===== src/rtl/vga_monitor_pkg.sv =====
// rtl/vga_monitor_pkg.sv - shared state type and CRC-32/MPEG-2 helpers for the frame signature unit
package vga_monitor_pkg;

  typedef enum logic [1:0] {
    IDLE    = 2'd0,
    SYNC    = 2'd1,
    CAPTURE = 2'd2,
    DONE    = 2'd3
  } state_t;

  localparam logic [31:0] CRC_POLY = 32'h04C11DB7;
  localparam logic [31:0] CRC_INIT = 32'hFFFFFFFF;

  // One MSB-first shift of the non-reflected CRC register.
  function automatic logic [31:0] crc32_update(input logic [31:0] crc, input logic din);
    logic fb;
    fb = crc[31] ^ din;
    return {crc[30:0], 1'b0} ^ (fb ? CRC_POLY : 32'h0);
  endfunction

endpackage


===== src/rtl/vga_frame_signature_if.sv =====
// rtl/vga_frame_signature_if.sv - pixel tap, compare inputs and status outputs of the frame signature unit
interface vga_frame_signature_if #(
  parameter int X_W     = 10,
  parameter int Y_W     = 10,
  parameter int COLOR_W = 8
);
  logic                   enable;
  logic                   pixel_en;
  logic [X_W-1:0]         pixel_x;
  logic [Y_W-1:0]         pixel_y;
  logic [3*COLOR_W-1:0]   rgb;
  logic                   check_en;
  logic [31:0]            expected_sig;
  logic [31:0]            signature;
  logic [7:0]             frame_count;
  logic                   frame_done;
  logic                   step;
  logic                   mismatch;
  logic                   count_error;
  logic                   capture_done;

  modport master (
    output enable, pixel_en, pixel_x, pixel_y, rgb, check_en, expected_sig,
    input  signature, frame_count, frame_done, step, mismatch, count_error, capture_done
  );

  modport slave (
    input  enable, pixel_en, pixel_x, pixel_y, rgb, check_en, expected_sig,
    output signature, frame_count, frame_done, step, mismatch, count_error, capture_done
  );
endinterface


===== src/rtl/crc32_parallel.sv =====
// rtl/crc32_parallel.sv - combinational next CRC-32 after shifting in a DATA_W-bit word, MSB first
module crc32_parallel #(
  parameter int DATA_W = 24
) (
  input  logic [31:0]       i_crc,
  input  logic [DATA_W-1:0] i_data,
  output logic [31:0]       o_crc
);
  import vga_monitor_pkg::*;

  function automatic logic [31:0] crc_word(input logic [31:0] c, input logic [DATA_W-1:0] d);
    logic [31:0] v;
    v = c;
    for (int i = DATA_W - 1; i >= 0; i--) begin
      v = crc32_update(v, d[i]);
    end
    return v;
  endfunction

  assign o_crc = crc_word(i_crc, i_data);

endmodule


===== src/rtl/vga_frame_signature.sv =====
// rtl/vga_frame_signature.sv - per-frame CRC-32 of visible pixels with compare, frame count and step pulse
module vga_frame_signature #(
  parameter int H_ACTIVE        = 640,
  parameter int V_ACTIVE        = 480,
  parameter int COLOR_W         = 8,
  parameter int X_W             = 10,
  parameter int Y_W             = 10,
  parameter int FRAMES_PER_STEP = 1,
  parameter int MAX_FRAMES      = 3
) (
  input  logic                  clock,
  input  logic                  reset,
  vga_frame_signature_if.slave  bus
);
  import vga_monitor_pkg::*;

  localparam int               PIX_W     = $clog2(H_ACTIVE * V_ACTIVE) + 1;
  localparam int               DATA_W    = 3 * COLOR_W;
  localparam logic [X_W-1:0]   X_LIM     = X_W'(H_ACTIVE);
  localparam logic [Y_W-1:0]   Y_LIM     = Y_W'(V_ACTIVE);
  localparam logic [PIX_W-1:0] PIX_EXP   = PIX_W'(H_ACTIVE * V_ACTIVE);
  localparam logic [7:0]       MAX_FR    = 8'(MAX_FRAMES);
  localparam logic [15:0]      STEP_LAST = 16'(FRAMES_PER_STEP - 1);

  state_t           r_state;
  state_t           w_state_nx;
  logic [31:0]      r_crc;
  logic [31:0]      w_crc_nx;
  logic [31:0]      r_signature;
  logic [PIX_W-1:0] r_pix_cnt;
  logic [15:0]      r_step_cnt;
  logic [7:0]       r_frame_count;
  logic [7:0]       w_frame_inc;
  logic             r_frame_done;
  logic             r_step;
  logic             r_mismatch;
  logic             r_count_error;
  logic             w_vis;
  logic             w_fe;

  assign w_vis       = bus.pixel_en && (bus.pixel_x < X_LIM) && (bus.pixel_y < Y_LIM);
  assign w_fe        = bus.pixel_en && (bus.pixel_x == '0) && (bus.pixel_y == Y_LIM);
  assign w_frame_inc = r_frame_count + 8'd1;

  crc32_parallel #(.DATA_W(DATA_W)) u_crc (
    .i_crc  (r_crc),
    .i_data (bus.rgb),
    .o_crc  (w_crc_nx)
  );

  always_ff @(posedge clock or posedge reset) begin
    if (reset) r_state <= IDLE;
    else       r_state <= w_state_nx;
  end

  always_comb begin
    w_state_nx = r_state;
    if (!bus.enable) begin
      w_state_nx = IDLE;
    end else begin
      case (r_state)
        IDLE:    w_state_nx = SYNC;
        SYNC:    if (w_fe) w_state_nx = CAPTURE;
        CAPTURE: if (w_fe && (MAX_FRAMES != 0) && (w_frame_inc == MAX_FR)) w_state_nx = DONE;
        default: w_state_nx = r_state;
      endcase
    end
  end

  always_ff @(posedge clock or posedge reset) begin
    if (reset) begin
      r_crc         <= CRC_INIT;
      r_signature   <= '0;
      r_pix_cnt     <= '0;
      r_step_cnt    <= '0;
      r_frame_count <= '0;
      r_frame_done  <= 1'b0;
      r_step        <= 1'b0;
      r_mismatch    <= 1'b0;
      r_count_error <= 1'b0;
    end else begin
      r_frame_done <= 1'b0;
      r_step       <= 1'b0;
      if (bus.enable) begin
        case (r_state)
          IDLE: begin
            r_frame_count <= '0;
            r_step_cnt    <= '0;
            r_mismatch    <= 1'b0;
            r_count_error <= 1'b0;
          end
          SYNC: begin
            // The partial frame in flight at arm time is discarded here.
            if (w_fe) begin
              r_crc     <= CRC_INIT;
              r_pix_cnt <= '0;
            end
          end
          CAPTURE: begin
            if (w_vis) begin
              r_crc <= w_crc_nx;
              if (r_pix_cnt != '1) r_pix_cnt <= r_pix_cnt + PIX_W'(1);
            end
            if (w_fe) begin
              r_signature   <= r_crc;
              r_frame_count <= w_frame_inc;
              r_frame_done  <= 1'b1;
              if (r_pix_cnt != PIX_EXP)                        r_count_error <= 1'b1;
              if (bus.check_en && (r_crc != bus.expected_sig)) r_mismatch    <= 1'b1;
              if (r_step_cnt == STEP_LAST) begin
                r_step     <= 1'b1;
                r_step_cnt <= '0;
              end else begin
                r_step_cnt <= r_step_cnt + 16'd1;
              end
              r_crc     <= CRC_INIT;
              r_pix_cnt <= '0;
            end
          end
          default: ;
        endcase
      end
    end
  end

  assign bus.signature    = r_signature;
  assign bus.frame_count  = r_frame_count;
  assign bus.frame_done   = r_frame_done;
  assign bus.step         = r_step;
  assign bus.mismatch     = r_mismatch;
  assign bus.count_error  = r_count_error;
  assign bus.capture_done = (r_state == DONE);

endmodule


===== src/flat_wrapper.sv =====
// flat-port wrapper written by rule: the top's interface ports become plain ports
module vga_frame_signature_flat import vga_monitor_pkg::*;
#(
  parameter int H_ACTIVE        = 640,
  parameter int V_ACTIVE        = 480,
  parameter int COLOR_W         = 8,
  parameter int X_W             = 10,
  parameter int Y_W             = 10,
  parameter int FRAMES_PER_STEP = 1,
  parameter int MAX_FRAMES      = 3
)
  (clock, reset, bus_enable, bus_pixel_en, bus_pixel_x, bus_pixel_y, bus_rgb, bus_check_en, bus_expected_sig, bus_signature, bus_frame_count, bus_frame_done, bus_step, bus_mismatch, bus_count_error, bus_capture_done);
  vga_frame_signature_if #(.X_W(X_W), .Y_W(Y_W), .COLOR_W(COLOR_W)) bus_i ();
  input  logic clock;
  input  logic reset;
  input wire logic [$bits(bus_i.enable)-1:0] bus_enable;
  input wire logic [$bits(bus_i.pixel_en)-1:0] bus_pixel_en;
  input wire logic [$bits(bus_i.pixel_x)-1:0] bus_pixel_x;
  input wire logic [$bits(bus_i.pixel_y)-1:0] bus_pixel_y;
  input wire logic [$bits(bus_i.rgb)-1:0] bus_rgb;
  input wire logic [$bits(bus_i.check_en)-1:0] bus_check_en;
  input wire logic [$bits(bus_i.expected_sig)-1:0] bus_expected_sig;
  output wire logic [$bits(bus_i.signature)-1:0] bus_signature;
  output wire logic [$bits(bus_i.frame_count)-1:0] bus_frame_count;
  output wire logic [$bits(bus_i.frame_done)-1:0] bus_frame_done;
  output wire logic [$bits(bus_i.step)-1:0] bus_step;
  output wire logic [$bits(bus_i.mismatch)-1:0] bus_mismatch;
  output wire logic [$bits(bus_i.count_error)-1:0] bus_count_error;
  output wire logic [$bits(bus_i.capture_done)-1:0] bus_capture_done;
  assign bus_i.enable = bus_enable;
  assign bus_i.pixel_en = bus_pixel_en;
  assign bus_i.pixel_x = bus_pixel_x;
  assign bus_i.pixel_y = bus_pixel_y;
  assign bus_i.rgb = bus_rgb;
  assign bus_i.check_en = bus_check_en;
  assign bus_i.expected_sig = bus_expected_sig;
  assign bus_signature = bus_i.signature;
  assign bus_frame_count = bus_i.frame_count;
  assign bus_frame_done = bus_i.frame_done;
  assign bus_step = bus_i.step;
  assign bus_mismatch = bus_i.mismatch;
  assign bus_count_error = bus_i.count_error;
  assign bus_capture_done = bus_i.capture_done;
  vga_frame_signature #(.H_ACTIVE(H_ACTIVE), .V_ACTIVE(V_ACTIVE), .COLOR_W(COLOR_W), .X_W(X_W), .Y_W(Y_W), .FRAMES_PER_STEP(FRAMES_PER_STEP), .MAX_FRAMES(MAX_FRAMES)) u_core (.clock(clock), .reset(reset), .bus(bus_i));
endmodule

===== config.mk =====
export PLATFORM = sky130hd
export DESIGN_NAME = vga_frame_signature_flat
export DESIGN_NICKNAME = d
export VERILOG_FILES = /design/src/rtl/vga_monitor_pkg.sv /design/src/rtl/vga_frame_signature_if.sv /design/src/rtl/crc32_parallel.sv /design/src/rtl/vga_frame_signature.sv /design/src/flat_wrapper.sv
export SDC_FILE = /design/constraint.sdc
export NUM_CORES = 1
export LEC_CHECK = 0
export ABC_CLOCK_PERIOD_IN_PS = 4000
export CORE_ASPECT_RATIO = 0.8
export CORE_MARGIN = 1.5
export CORE_UTILIZATION = 51
export CTS_BUF_LIST = sky130_fd_sc_hd__clkbuf_4
export DETAILED_ROUTE_END_ITERATION = 10
export GPL_ROUTABILITY_DRIVEN = 0
export GPL_TIMING_DRIVEN = 0
export PLACE_DENSITY = 0.78
export SLEW_MARGIN = 30
export SYNTH_ARGS = -nofsm -noshare
export SYNTH_HDL_FRONTEND = slang
export SYNTH_SLANG_ARGS = --single-unit

===== constraint.sdc =====
create_clock -name clock -period 4 [get_ports clock]
set_input_delay 1.2 -clock clock [delete_from_list [all_inputs] [get_ports clock]]
set_output_delay 1.2 -clock clock [all_outputs]
set_load 0.02 [all_outputs]

### Word-level counts from Yosys, hierarchy flattened

Index checks and enable logic that the tools add are counted.

* bits of input ports: 81
* logic and storage cells: 153
* register bits after elaboration: 114
* output and inout bits: 45

* add/subtract/negate cells: 3
* bitwise operators: 48
* equality and inequality tests: 17
* mux-type cells: 55
* reductions and logical operators: 18
* $lt $le $gt $ge: 2

Operators by type and width (count)
* $xor A32 B27 Y32: 24
* $mux W27: 24
* $mux W32: 3
* $mux W20: 4
* $pmux W32 S2: 1
* $pmux W20 S2: 1
* $mux W16: 2
* $ne A32 B32 Y1: 1
* $pmux W16 S2: 1
* $xor A1 B1 Y1: 24
* $add A20 B1 Y20 const B: 1
* $ne A20 B19 Y1 const B: 1
* $ne A20 B20 Y1 const B: 1
* $add A16 B1 Y16 const B: 1
* $logic_not A16 Y1: 1
* $pmux W8 S2: 1
* $reduce_and A4 Y1: 3
* $mux W1: 11
* $eq A10 B9 Y1 const B: 1
* $logic_not A10 Y1: 1
* $lt A10 B10 Y1 const B: 1
* $lt A10 B9 Y1 const B: 1
* $reduce_and A3 Y1: 3
* $add A8 B1 Y8 const B: 1
* 15 further kinds: 30

### Logic depth before layout (Yosys ltp)

Gate-level depths: netlist (run 1).

* depth in word-level cells: 75
* gate-level depth with buffers: 11
* depth with buffers taken out: 10

### Hierarchy

From an unflattened synthesis (run 1), not the netlist that was laid out.

* cells, all modules: 839
* area total of the unflattened synthesis: 8501.9 um^2

Modules (own cells, without submodules)
* vga_frame_signature: seq. area each 2892.8 um^2, area each 5861.9 um^2, times used 1, cells an instance 646
* crc32_parallel: seq. area each 0.0 um^2, area each 2640.0 um^2, times used 1, cells an instance 193

### Worst setup path before layout (run 1)

Ideal clock, no wire load.

* kind: input to register
* start point: input port bus_rgb[19]
* end point: register u_core.r_crc[7]
* slack: 219 ps
* stages: 8
* required time: 3927 ps
* data arrival time: 3708 ps
* path through: xor2_1 -> xnor3_1 -> xnor3_2 -> xnor3_2 -> xor2_2 -> xnor3_1 -> xnor2_1 -> a21oi_1

* word-level cells in the longest chain between the ends: 29
* elaborated cells between the ends (all ways): 37
* classes of those cells: 10 x mux; 27 x bitwise

Ends and longest elaborated chain
* start: declaration: RTL line flat_wrapper.sv:20 `input wire logic [$bits(bus_i.rgb)-1:0] bus_rgb;`
* $xor A1 B1 Y1 *: RTL line vga_monitor_pkg.sv:17 `fb = crc[31] ^ din;`
* $mux W27 *: RTL line vga_monitor_pkg.sv:18 `return {crc[30:0], 1'b0} ^ (fb ? CRC_POLY : 32'h0);`
* $xor A32 B27 Y32 * (6 in a row): RTL line vga_monitor_pkg.sv:18
* $xor A1 B1 Y1 or $xor A32 B27 Y32 (tied branches): RTL line vga_monitor_pkg.sv:17, vga_monitor_pkg.sv:18
* $mux W27 or $xor A32 B27 Y32 (tied branches): RTL line vga_monitor_pkg.sv:18
* $xor A32 B27 Y32 * (6 in a row): RTL line vga_monitor_pkg.sv:18
* $xor A1 B1 Y1 or $xor A32 B27 Y32 (tied branches): RTL line vga_monitor_pkg.sv:17, vga_monitor_pkg.sv:18
* $mux W27 or $xor A32 B27 Y32 (tied branches): RTL line vga_monitor_pkg.sv:18
* $xor A32 B27 Y32 * (8 in a row): RTL line vga_monitor_pkg.sv:18
* $mux W32 *: RTL line vga_frame_signature.sv:100 `if (w_vis) begin`
* $mux W32 *: RTL line vga_frame_signature.sv:104 `if (w_fe) begin`
* $pmux W32 S2 *: RTL line vga_frame_signature.sv:85 `case (r_state)`
* end signal: assignment: RTL line vga_frame_signature.sv:101 `r_crc <= w_crc_nx;`
* end: declaration: RTL line vga_frame_signature.sv:27 `logic [31:0] r_crc;`

Mark *: on every way between the ends. The rest lies on a longest branch, timed or not. The select of a mux whose other input is x is not followed.
A chain may end at the register's enable or synchronous reset.

### Worst setup path after layout (run 1)

* start point: input port bus_rgb[23]
* end point: register u_core.r_crc[28]

* word-level cells in the longest chain between the ends: 35
* elaborated cells between the ends (all ways): 41
* classes of those cells: 10 x mux; 31 x bitwise

Ends and longest elaborated chain (RTL line)
* $xor A1 B1 Y1 *: vga_monitor_pkg.sv:17
* $mux W27 *: vga_monitor_pkg.sv:18
* $xor A32 B27 Y32 * (6 in a row): vga_monitor_pkg.sv:18
* $xor A1 B1 Y1 or $xor A32 B27 Y32 (tied branches): vga_monitor_pkg.sv:17, vga_monitor_pkg.sv:18
* $mux W27 or $xor A32 B27 Y32 (tied branches): vga_monitor_pkg.sv:18
* $xor A32 B27 Y32 * (6 in a row): vga_monitor_pkg.sv:18
* $xor A1 B1 Y1 or $xor A32 B27 Y32 (tied branches): vga_monitor_pkg.sv:17, vga_monitor_pkg.sv:18
* $mux W27 or $xor A32 B27 Y32 (tied branches): vga_monitor_pkg.sv:18
* $xor A32 B27 Y32 * (6 in a row): vga_monitor_pkg.sv:18
* $xor A1 B1 Y1 or $xor A32 B27 Y32 (tied branches): vga_monitor_pkg.sv:17, vga_monitor_pkg.sv:18
* $mux W27 or $xor A32 B27 Y32 (tied branches): vga_monitor_pkg.sv:18
* $xor A32 B27 Y32 * (6 in a row): vga_monitor_pkg.sv:18
* $mux W32 *: vga_frame_signature.sv:100
* $mux W32 *: vga_frame_signature.sv:104
* $pmux W32 S2 *: vga_frame_signature.sv:85

Marks and branches as above.

==> key figures, run 1 <==
Status
  – Result of the run: finished clean

Worst setup path
  – Worst path required time: 4480 ps
  – Type of the setup path with the least slack: input port to flip-flop
  – Most repeated library cell on the critical path: sky130_fd_sc_hd__xor2_1
  – Buffers & Inverters on Critical Path: 1
  – Top Family by Delay on Critical Path: XOR/XNOR gates
  – Maximum cell stage delay along the critical path: around 630 ps
  – Cell-by-cell trace of the critical path: clkdlybuf4s50_1, xnor2_2, xnor3_2, xor2_1, xnor3_2, xor2_1, xnor2_1, xor2_1, a21oi_1
  – Arrival time of the worst setup path: 4450 ps
  – Worst Setup End Kind: flip-flop
  – Maximum net fanout on the critical path: 6
  – Startpoint types: input port
  – Slowest-stage cell, CP: sky130_fd_sc_hd__xnor3_2

Routing
  – Iteration count of the initial detailed-routing pass: 5
  – Count of unresolved DRC violations after routing: 0
  – Routed wire length: ~23000 um
  – Routed length per instance: between 15 and 20 um
  – Final antenna-violating net count: 0
  – Iteration-0 DRC Markers: between 600 and 700
  – Via-per-instance ratio: about 5.5
  – Via count: 6751

Synthesis
  – Share of Yosys cell area claimed by the top area cell type: 25.5%
  – Nets in the synthesized netlist: 934
  – Cell with the most instances after synthesis: sky130_fd_sc_hd__xnor2_1
  – Post-synthesis async set-or-reset flop share: between 90% and 100%
  – Sequential cell area fraction in the yosys report: 35.9%
  – Library cell with the largest summed area after synthesis: sky130_fd_sc_hd__dfrtp_1
  – Synth top cells by count: sky130_fd_sc_hd__xnor2_1 (177), sky130_fd_sc_hd__nand2_1 (125), sky130_fd_sc_hd__dfrtp_1 (82), sky130_fd_sc_hd__nor2_1 (69), sky130_fd_sc_hd__a21oi_1 (41)
  – Syn Inst Count: around 840
  – Cell variety after synth: just over 50
  – Count of flip-flops with a built-in enable after synthesis: 0
  – Ranking of synthesized cells by area: sky130_fd_sc_hd__dfrtp_1 (25%), sky130_fd_sc_hd__xnor2_1 (19%), sky130_fd_sc_hd__dfstp_2 (10%)
  – Warnings from Yosys: 0
  – Synthesized area per cell: roughly 9.6 um2
  – Synthesized flop and latch total: about 110
  – Combined area of all synthesized cells: just over 0.008 mm2
  – Synth Flop Type: sky130_fd_sc_hd__dfrtp_1

Clocking
  – CTS H-Tree Depth: 4
  – Count of hold buffers inserted by post-cts repair: 0
  – # clock sinks: 114
  – CTS clk-pin slew, worst paths: around 110 ps
  – Clock insertion delay at the later pin of the skew report: about 540 ps
  – CTS root buffer: sky130_fd_sc_hd__clkbuf_4
  – Number of buffers created by CTS: 17
  – Number of buffers between clock root and the deepest sink: 2
  – CTS tree: done

Timing
  – Setup WS post-layout: 24.6 ps
  – Worst clock skew: approximately 16 ps
  – Final setup fails: 0
  – Final Hold Fails: 0
  – Maximum operating frequency: roughly 0.25 GHz
  – Final max-slew violation count: 0
  – Tcrit/Tclk final: just under 100%
  – Setup repair after global routing missed its margin: yes
  – Slew margin rel.: between 30% and 40%
  – Post-layout minimum cycle time: about 4000 ps
  – Least-Margin Pin Slew: about 950 ps

Global routing
  – Grt met3 use: about 5.5%
  – Via count of the first global-routing pass: roughly 6500
  – Global routing's busiest layer: met2
  – Global-route met1 utilization: between 40 and 50%
  – Met2 Track Usage GR: between 40 and 50%
  – Global-route wire length before repair: 35700 um
  – Total global routing track utilization: between 20% and 30%
  – Number of antenna violations at the first check in global routing: 0
  – Overflow left after global routing: 0
  – Largest net degree at the start of global routing: 29

Finish
  – Fill cell count: ~1200
  – Area growth from synthesis to final layout: 28.3%
  – # nets final: ~1100
  – Fraction of layout cells with a size suffix above 1: between 10 and 15%
  – Number of diodes: 0

Placement
  – HPWL after detailed placement: ~18000 um
  – Placement-stage worst setup slack: -770 ps
  – Port bufs: between 100 and 150

Floorplan
  – Die H: ~120 um
  – X dimension of the die: 144 um
  – Die Outline Area: ~0.017 mm2
  – Starting Density: between 50 and 60%
  – Placeable core region: around 0.015 mm2
  – Number of standard-cell rows in the floorplan: 40
  – Count of boundary I/O pins: 126

Worst hold path
  – Class of the tightest hold or removal check: flip-flop to flip-flop

Flow run
  – Number of maximum-capacitance violations: 0
-- logic make-up (layout without fill, tap and decap cells) --
family	Yosys count	count (layout)	share of synthesized area [%]
adders and majority gates	10	10	1.55
DFF	114	114	35.9
and+or+nand+nor	305	305	17.3
xor gates and xnor gates	259	259	35.4
buffers and inverters	50	232	2.39
AOI/OAI and AO/OA	102	102	7.01
muxes	3	3	0.388
-- area by class of cell --
| cell class | count | area (um2) | area share [%] |
|---|---|---|---|
| Clock buffer | 19 | 143 | 1.38 |
| Tap cell | 210 | 263 | 2.54 |
| Inverter | 24 | 93.8 | 0.908 |
| Timing Repair Buffer | 150 | 1540 | 14.9 |
| Sequential cell | 114 | 2890 | 28.0 |
| Multi-Input combinational cell | 679 | 5140 | 49.7 |
| Buffer | 26 | 103 | 0.993 |
| Clock inverter | 13 | 161 | 1.56 |
-- path summary, 6_finish.rpt --
kind                                                         to                            startpoint  cells past startpoint  slack, ps
setup / recovery                   u_core.r_crc[28]$_DFFE_PP1P_                           bus_rgb[23]                      9         20
hold / removal             u_core.bus.signature[27]$_DFFE_PP0P_  u_core.bus.signature[27]$_DFFE_PP0P_                      2        480
setup reg to reg                   u_core.r_crc[10]$_DFFE_PP1P_          u_core.r_crc[27]$_DFFE_PP1P_                      9        590
hold reg to reg            u_core.bus.signature[27]$_DFFE_PP0P_  u_core.bus.signature[27]$_DFFE_PP0P_                      2        480
max in group asynchronous          u_core.r_crc[19]$_DFFE_PP1P_                                 reset                      5       1980
min in group asynchronous  u_core.bus.signature[10]$_DFFE_PP0P_                                 reset                      2       1040
-- cell usage in the layout (no fill, tap or decap), types with 3 or more instances in the layout --
master                              n
sky130_fd_sc_hd__xnor3_2            9
sky130_fd_sc_hd__xor2_1            36
sky130_fd_sc_hd__dfstp_2           32
sky130_fd_sc_hd__nor3_1            13
sky130_fd_sc_hd__and4_1             3
sky130_fd_sc_hd__xnor3_1            6
sky130_fd_sc_hd__xnor2_1          171
sky130_fd_sc_hd__dfrtp_1           82
sky130_fd_sc_hd__nor4_1            13
sky130_fd_sc_hd__clkbuf_4          19
sky130_fd_sc_hd__clkbuf_1          24
sky130_fd_sc_hd__nand4_1           22
sky130_fd_sc_hd__xnor2_4           13
sky130_fd_sc_hd__or2_2              3
sky130_fd_sc_hd__or3_1              3
sky130_fd_sc_hd__nand3_1           27
sky130_fd_sc_hd__xor3_1             3
sky130_fd_sc_hd__and2_1             5
sky130_fd_sc_hd__buf_4             20
sky130_fd_sc_hd__nand2_1          125
sky130_fd_sc_hd__clkinvlp_4         7
sky130_fd_sc_hd__xnor2_2           11
sky130_fd_sc_hd__a21oi_1           41
sky130_fd_sc_hd__inv_1             22
sky130_fd_sc_hd__and3_1            10
sky130_fd_sc_hd__buf_12             5
sky130_fd_sc_hd__bufinv_16          3
sky130_fd_sc_hd__a31oi_1            6
sky130_fd_sc_hd__xor2_4             5
sky130_fd_sc_hd__o31ai_1            8
sky130_fd_sc_hd__clkdlybuf4s50_1  124
sky130_fd_sc_hd__o21ai_0           40
sky130_fd_sc_hd__nor2_1            69
sky130_fd_sc_hd__ha_1              10
-- sequential cells by signal (all words and copies together), names as in the netlist --
signal and flops:
u_core.bus.frame_count 8, u_core.r_state 2, u_core.r_pix_cnt 20, u_core.r_step_cnt 16
u_core.bus.signature 32, u_core.r_crc 32, u_core.bus.count_error 1, u_core.bus.mismatch 1
u_core.bus.step 1, u_core.bus.frame_done 1
-- metal layers --
| metal | part of all wire, % | up-vias |
|---|---|---|
| met3 | 7.9 | 39 |
| met1 | 45 | 3263 |
| li1 | - | 3168 |
| met2 | 45 | 281 |
| met5 | 0 | - |
| met4 | 2.0 | 0 |
-- through the flow --
| step | hold WS (ps) | util [%] | instances | cell area [um2] | TNS, ps |
|---|---|---|---|---|---|
| global route | 502 | 67.9 | 1235 | 10300 | -32.5 |
| detailed placement | 455 | 63.5 | 1181 | 9660 | -24230 |
| CTS | 480 | 66.7 | 1221 | 10200 | 0 |
| global placement | 451 | 62.8 | 1177 | 9560 | -21590 |
| finish | 475 | 67.9 | 1235 | 10300 | 0 |
| floorplan | 449 | - | 843 | 8060 | 0 |
-- worst min-delay path, cell delays in order, from the launching register on --
cell                      delay (ps)
sky130_fd_sc_hd__dfrtp_1         360
sky130_fd_sc_hd__nand2_1          50
sky130_fd_sc_hd__nand2_1          50
-- timing repair --
item	4_1_cts	5_1_grt
setup buffers	8	14
pin swaps	6	3
gates resized for setup	14	7
setup endpoints to repair	16	11
Power of run 1 is not shown: default switching activity piles up to over one toggle a cycle in this logic, so the estimate is an artifact.
==> run 2, diff against run 1 <==
CORE_MARGIN = not set   (was 1.5)
CORE_UTILIZATION = 45   (was 51)
PLACE_DENSITY = 0.7   (was 0.78)
SKIP_LAST_GASP = 1   (was not set)
==> key figures, run 2 (synthesis gave the netlist of run 1 again) <==
Status
  – Result of the run: finished clean

Timing
  – Least-Margin Pin Slew: 980 ps (+31.7 ps)
  – Final max-slew violation count: 0 (unchanged)
  – Setup repair after global routing missed its margin: yes
  – WHS: 476 ps (+0.570 ps)
  – Slew margin rel.: 34.2% (-2.1 points)
  – Tcrit/Tclk final: 99.3% (-0.13 points)
  – Final setup fails: 0 (unchanged)
  – Final Hold Fails: 0 (unchanged)
  – Worst clock skew: 27.2 ps (+11.1 ps)
  – Post-layout minimum cycle time: 3970 ps (-5.07 ps)
  – Maximum operating frequency: 0.252 GHz (+0.13%)

Worst setup path
  – Type of the setup path with the least slack: input port to flip-flop
  – Maximum net fanout on the critical path: 5 (-1)
  – Arrival time of the worst setup path: 4420 ps (-30 ps)
  – Reg2reg path depth: 9 (unchanged)
  – Startpoint types: input port
  – Worst path required time: 4450 ps (-30 ps)
  – Worst Setup End Kind: flip-flop

Global routing
  – Via count of the first global-routing pass: 6510 (-0.031%)
  – Overflow left after global routing: 0 (unchanged)
  – Total global routing track utilization: 26.6% (-2.4 points)
  – Largest net degree at the start of global routing: 29 (unchanged)
  – Global-route wire length before repair: 36300 um (+1.5%)
  – Number of antenna violations at the first check in global routing: 1 (+1)

Clocking
  – # clock sinks: 114 (unchanged)
  – CTS clk-pin slew, worst paths: 100 ps (about the same)
  – CTS tree: done
  – CTS H-Tree Depth: 4 (unchanged)
  – Number of buffers created by CTS: 17 (unchanged)
  – Number of buffers between clock root and the deepest sink: 2 (unchanged)
  – Clock insertion delay at the later pin of the skew report: 540 ps (about the same)
  – CTS root buffer: sky130_fd_sc_hd__clkbuf_4
  – Count of hold buffers inserted by post-cts repair: 0 (unchanged)

Routing
  – Count of unresolved DRC violations after routing: 0 (unchanged)
  – Routed length per instance: 18.6 um (-1.5%)
  – Iteration-0 DRC Markers: 531 (-12%)
  – Wire length on met3: 1640 um (-11%)
  – Routed wire length: 23200 um (-0.42%)
  – Iteration count of the initial detailed-routing pass: 5 (unchanged)
  – Via count: 6618 (-2.0%)
  – Final antenna-violating net count: 0 (unchanged)
  – Metal-1 WL: 11000 um (+4.8%)
  – Routed length on met2: 10200 um (-2.5%)
  – Top Layer Used: met4
  – Via-per-instance ratio: 5.30 (-3.0%)

Worst hold path
  – Hold Crit Depth: 2 (unchanged)
  – Class of the tightest hold or removal check: flip-flop to flip-flop

Finish
  – Combined area of the multi-input logic cells: 0.00512 mm2 (-0.34%)
  – Non-Filler Instances: 1248 (+1.1%)
  – Fill cell count: 1558 (+31%)
  – Sequential cell area: 0.00289 mm2 (unchanged)
  – Final Core Density: 59.2% (-8.8 points)
  – Area growth from synthesis to final layout: 28.0%
  – Most frequent cells in the layout: sky130_fd_sc_hd__xnor2_1 (171), sky130_fd_sc_hd__nand2_1 (125), sky130_fd_sc_hd__clkdlybuf4s50_1 (124)
  – Final instance area: 0.0103 mm2 (-0.22%)
  – Most common cell after layout, fill and taps aside: sky130_fd_sc_hd__xnor2_1
  – # nets final: 1101 (-0.18%)
  – Fraction of layout cells with a size suffix above 1: 13.6% (-0.16 points)

Placement
  – Area post-placement: 0.00970 mm2 (+0.48%)
  – HPWL after detailed placement: 18000 um (+1.5%)
  – Cells after DPL: 1197 (+1.4%)
  – Port bufs: 124 (unchanged)

Floorplan
  – Die H: 122 um (+5.4%)
  – Count of boundary I/O pins: 126 (unchanged)
  – Die Outline Area: 0.0184 mm2 (+11%)
  – X dimension of the die: 152 um (+5.6%)
  – Placeable core region: 0.0174 mm2 (+15%)
  – Number of standard-cell rows in the floorplan: 43 (+7.5%)
  – Starting Density: 46.2% (-6.7 points)

Flow run
  – Number of maximum-capacitance violations: 0 (unchanged)
run 2: what timing repair did:
item,in CTS,in global routing
buffers inserted,10,9
pin swaps,3,5
gates resized for setup,11,9
setup endpoints to repair,22,18
run 2: worst paths after layout:
kind	startpoint	end	slack, ps
min in group asynchronous	reset	u_core.r_pix_cnt[7]$_DFFE_PP0P_	960
worst max register to register	u_core.r_crc[27]$_DFFE_PP1P_	u_core.r_crc[11]$_DFFE_PP1P_	630
worst min register to register	u_core.bus.signature[18]$_DFFE_PP0P_	u_core.bus.signature[18]$_DFFE_PP0P_	480
max in group asynchronous	reset	u_core.r_crc[19]$_DFFE_PP1P_	1940
worst min-delay path	u_core.bus.signature[18]$_DFFE_PP0P_	u_core.bus.signature[18]$_DFFE_PP0P_	480
worst max-delay path	bus_rgb[16]	u_core.r_crc[11]$_DFFE_PP1P_	30
run 2: routing by layer:
metal / track usage (%) / vias up
li1: - / 3160
met1: 40.0 / 3179
met2: 39.6 / 242
met3: 4.61 / 37
met4: 6.13 / 0
met5: 0 / -
run 2: worst max-delay path, stage by stage:
cell and delay, ps:
sky130_fd_sc_hd__clkdlybuf4s50_1 450, sky130_fd_sc_hd__xnor2_2 420, sky130_fd_sc_hd__xor2_4 290, sky130_fd_sc_hd__xnor3_2 520, sky130_fd_sc_hd__xnor3_2 500, sky130_fd_sc_hd__xnor3_2 530, sky130_fd_sc_hd__xnor2_4 240, sky130_fd_sc_hd__xnor2_1 100
sky130_fd_sc_hd__a21oi_1 180
run 2: area by class of cell:
| cell class | count | share of cell area [%] |
|---|---|---|
| sequential | 114 | 28.1 |
| antenna | 1 | 0.0243 |
| tap | 225 | 2.73 |
| inverter | 24 | 0.910 |
| clock buffer | 18 | 1.31 |
| multi-input combinational | 679 | 49.7 |
| buffer | 26 | 0.995 |
| timing repair buffer | 148 | 14.7 |
| clock inverter | 13 | 1.58 |
run 2: per-stage QoR:
| stage | setup slack (ps) | setup TNS (ps) |
|---|---|---|
| after floorplan | 219 | 0 |
| after global placement | -905 | -28990 |
| after detailed placement | -903 | -32120 |
| after CTS | -58.3 | -58.3 |
| after global routing | -2.27 | -2.27 |
| final | 29.6 | 0 |
Power of run 2 is left out for the same reason.
==> run 3, diff against run 2 <==
CTS_BUF_LIST = sky130_fd_sc_hd__clkbuf_2 sky130_fd_sc_hd__clkbuf_4 sky130_fd_sc_hd__clkbuf_8   (was sky130_fd_sc_hd__clkbuf_4)
==> key figures, run 3 (synthesis gave the netlist of run 1 again) <==
Clocking
  – # clock sinks: 114 (unchanged)
  – CTS tree: done
  – Number of buffers between clock root and the deepest sink: 2 (unchanged)
  – Clock insertion delay at the later pin of the skew report: 450 ps (-90 ps)
  – Number of buffers created by CTS: 17 (unchanged)
  – CTS clk-pin slew, worst paths: 70 ps (-30 ps)
  – Count of hold buffers inserted by post-cts repair: 0 (unchanged)
  – CTS root buffer: sky130_fd_sc_hd__clkbuf_8
  – CTS H-Tree Depth: 4 (unchanged)

Routing
  – Iteration-0 DRC Markers: 581 (+9.4%)
  – Iteration count of the initial detailed-routing pass: 5 (unchanged)
  – Final antenna-violating net count: 0 (unchanged)
  – Count of unresolved DRC violations after routing: 0 (unchanged)
  – Via-per-instance ratio: 5.36 (+1.0%)
  – Routed length per instance: 18.9 um (+1.5%)
  – Via count: 6761 (+2.2%)
  – Routed wire length: 23800 um (+2.6%)

Global routing
  – Global-route wire length before repair: 36700 um (+1.2%)
  – Overflow left after global routing: 0 (unchanged)
  – Via count of the first global-routing pass: 6573 (+0.97%)
  – Number of antenna violations at the first check in global routing: 0 (-1)
  – Largest net degree at the start of global routing: 29 (unchanged)
  – Total global routing track utilization: 26.9% (+0.27 points)

Timing
  – Setup repair after global routing missed its margin: yes
  – Final max-slew violation count: 0 (unchanged)
  – Final setup fails: 0 (unchanged)
  – Final Hold Fails: 0 (unchanged)
  – Maximum operating frequency: 0.251 GHz (-0.25%)
  – Slew margin rel.: 41.6% (+7.4 points)
  – Post-layout minimum cycle time: 3980 ps (+9.88 ps)
  – Least-Margin Pin Slew: 854 ps (-125 ps)
  – Worst clock skew: 20.3 ps (-6.92 ps)
  – Tcrit/Tclk final: 99.5% (+0.25 points)

Finish
  – Fill cell count: 1510 (-3.1%)
  – Most common cell after layout, fill and taps aside: sky130_fd_sc_hd__xnor2_1
  – Fraction of layout cells with a size suffix above 1: 15.4% (+1.8 points)
  – Most frequent cells in the layout: sky130_fd_sc_hd__xnor2_1 (168), sky130_fd_sc_hd__nand2_1 (125), sky130_fd_sc_hd__clkdlybuf4s50_1 (124)
  – # nets final: 1116 (+1.4%)
  – Area growth from synthesis to final layout: 31.6%
  – Number of diodes: 0 (-1)
  – Non-Filler Instances: 1262 (+1.1%)

Floorplan
  – Number of standard-cell rows in the floorplan: 43 (unchanged)
  – X dimension of the die: 152 um (unchanged)
  – Count of boundary I/O pins: 126 (unchanged)
  – Die Outline Area: 0.0184 mm2 (unchanged)
  – Starting Density: 46.2% (unchanged)
  – Placeable core region: 0.0174 mm2 (unchanged)
  – Die H: 122 um (unchanged)

Placement
  – Port bufs: 124 (unchanged)
  – Cells after DPL: 1197 (unchanged)
  – HPWL after detailed placement: 18000 um (unchanged)

Worst setup path
  – Worst path required time: 4340 ps (-110 ps)
  – Slowest-stage cell, CP: sky130_fd_sc_hd__clkdlybuf4s50_1
  – Maximum net fanout on the critical path: 5 (unchanged)
  – Arrival time of the worst setup path: 4320 ps (-100 ps)
  – Maximum cell stage delay along the critical path: 540 ps (about the same)
  – Worst Setup End Kind: flip-flop
  – Startpoint types: input port
  – Cell-by-cell trace of the critical path: clkdlybuf4s50_1, xnor2_4, buf_4, xnor2_2, xnor3_2, buf_4, xnor2_4, xnor2_1, xnor3_1, xnor2_1, a21oi_1
  – Type of the setup path with the least slack: input port to flip-flop

Status
  – Result of the run: finished clean

Worst hold path
  – Class of the tightest hold or removal check: flip-flop to flip-flop

Flow run
  – Number of maximum-capacitance violations: 0 (unchanged)
## run 3: cell types whose count changed in the layout (fill, tap and decap cells not counted), sizes merged
| cell | before | now |
|---|---|---|
| diode | 1 | 0 |
| buf | 25 | 40 |
## run 3: worst paths after layout
kind                                                 startpoint                                   end  slack [ps]  cells past startpoint
max                                                 bus_rgb[21]          u_core.r_crc[10]$_DFFE_PP1P_          20                     11
min                        u_core.bus.signature[23]$_DFFE_PP0P_  u_core.bus.signature[23]$_DFFE_PP0P_         470                      2
max reg2reg                        u_core.r_crc[27]$_DFFE_PP1P_          u_core.r_crc[10]$_DFFE_PP1P_         740                      9
min reg2reg                u_core.bus.signature[23]$_DFFE_PP0P_  u_core.bus.signature[23]$_DFFE_PP0P_         470                      2
max in group asynchronous                                 reset          u_core.r_crc[19]$_DFFE_PP1P_        1840                      6
min in group asynchronous                                 reset       u_core.r_pix_cnt[7]$_DFFE_PP0P_        1060                      2
## run 3: layer usage
metal / GRT usage [%] / part of all wire, % / vias to the layer above
li1: - / - / 3193
met5: 0 / 0 / -
met3: 4.98 / 7.8 / 25
met4: 7.36 / 1.5 / 0
met1: 40.1 / 46 / 3291
met2: 39.6 / 45 / 252
## run 3: layout make-up
cell class / count / area [um2] / share of cell area, %
multi-input cells: 679 / 5190 / 49.0
clock inverters: 13 / 163 / 1.53
inverters: 24 / 93.8 / 0.885
well taps: 225 / 282 / 2.66
flip-flops and latches: 114 / 2890 / 27.3
clock buffers: 18 / 241 / 2.28
repair buffers: 163 / 1630 / 15.4
plain buffers: 26 / 103 / 0.968
## run 3: critical path: cells and delay by family
| kind | cells | cell delay [ps] |
|---|---|---|
| xor gates and xnor gates | 7 | 2090 |
| buffers and inverters | 3 | 930 |
| AOI/OAI and AO/OA | 1 | 100 |
## run 3: timing repair
item / CTS / global route
endpoints found under the hold margin: 0 / 0
setup buffers: 15 / 19
setup endpoints to repair: 34 / 18
pin swaps: 8 / 12
resized for setup: 15 / 15
## run 3: through the flow
stage	utilization [%]	hold slack [ps]	worst slack [ps]	instance area, um2	setup TNS (ps)
2_1_floorplan	-	449	219	8060	0
3_3_place_gp	55.0	452	-905	9580	-28990
3_5_place_dp	55.7	458	-903	9700	-32120
4_1_cts	59.3	474	-3.36	10300	-3.36
5_1_grt	60.8	500	-56.5	10600	-104
6_report	60.8	469	19.8	10600	0
Power of run 3 is left out for the same reason.
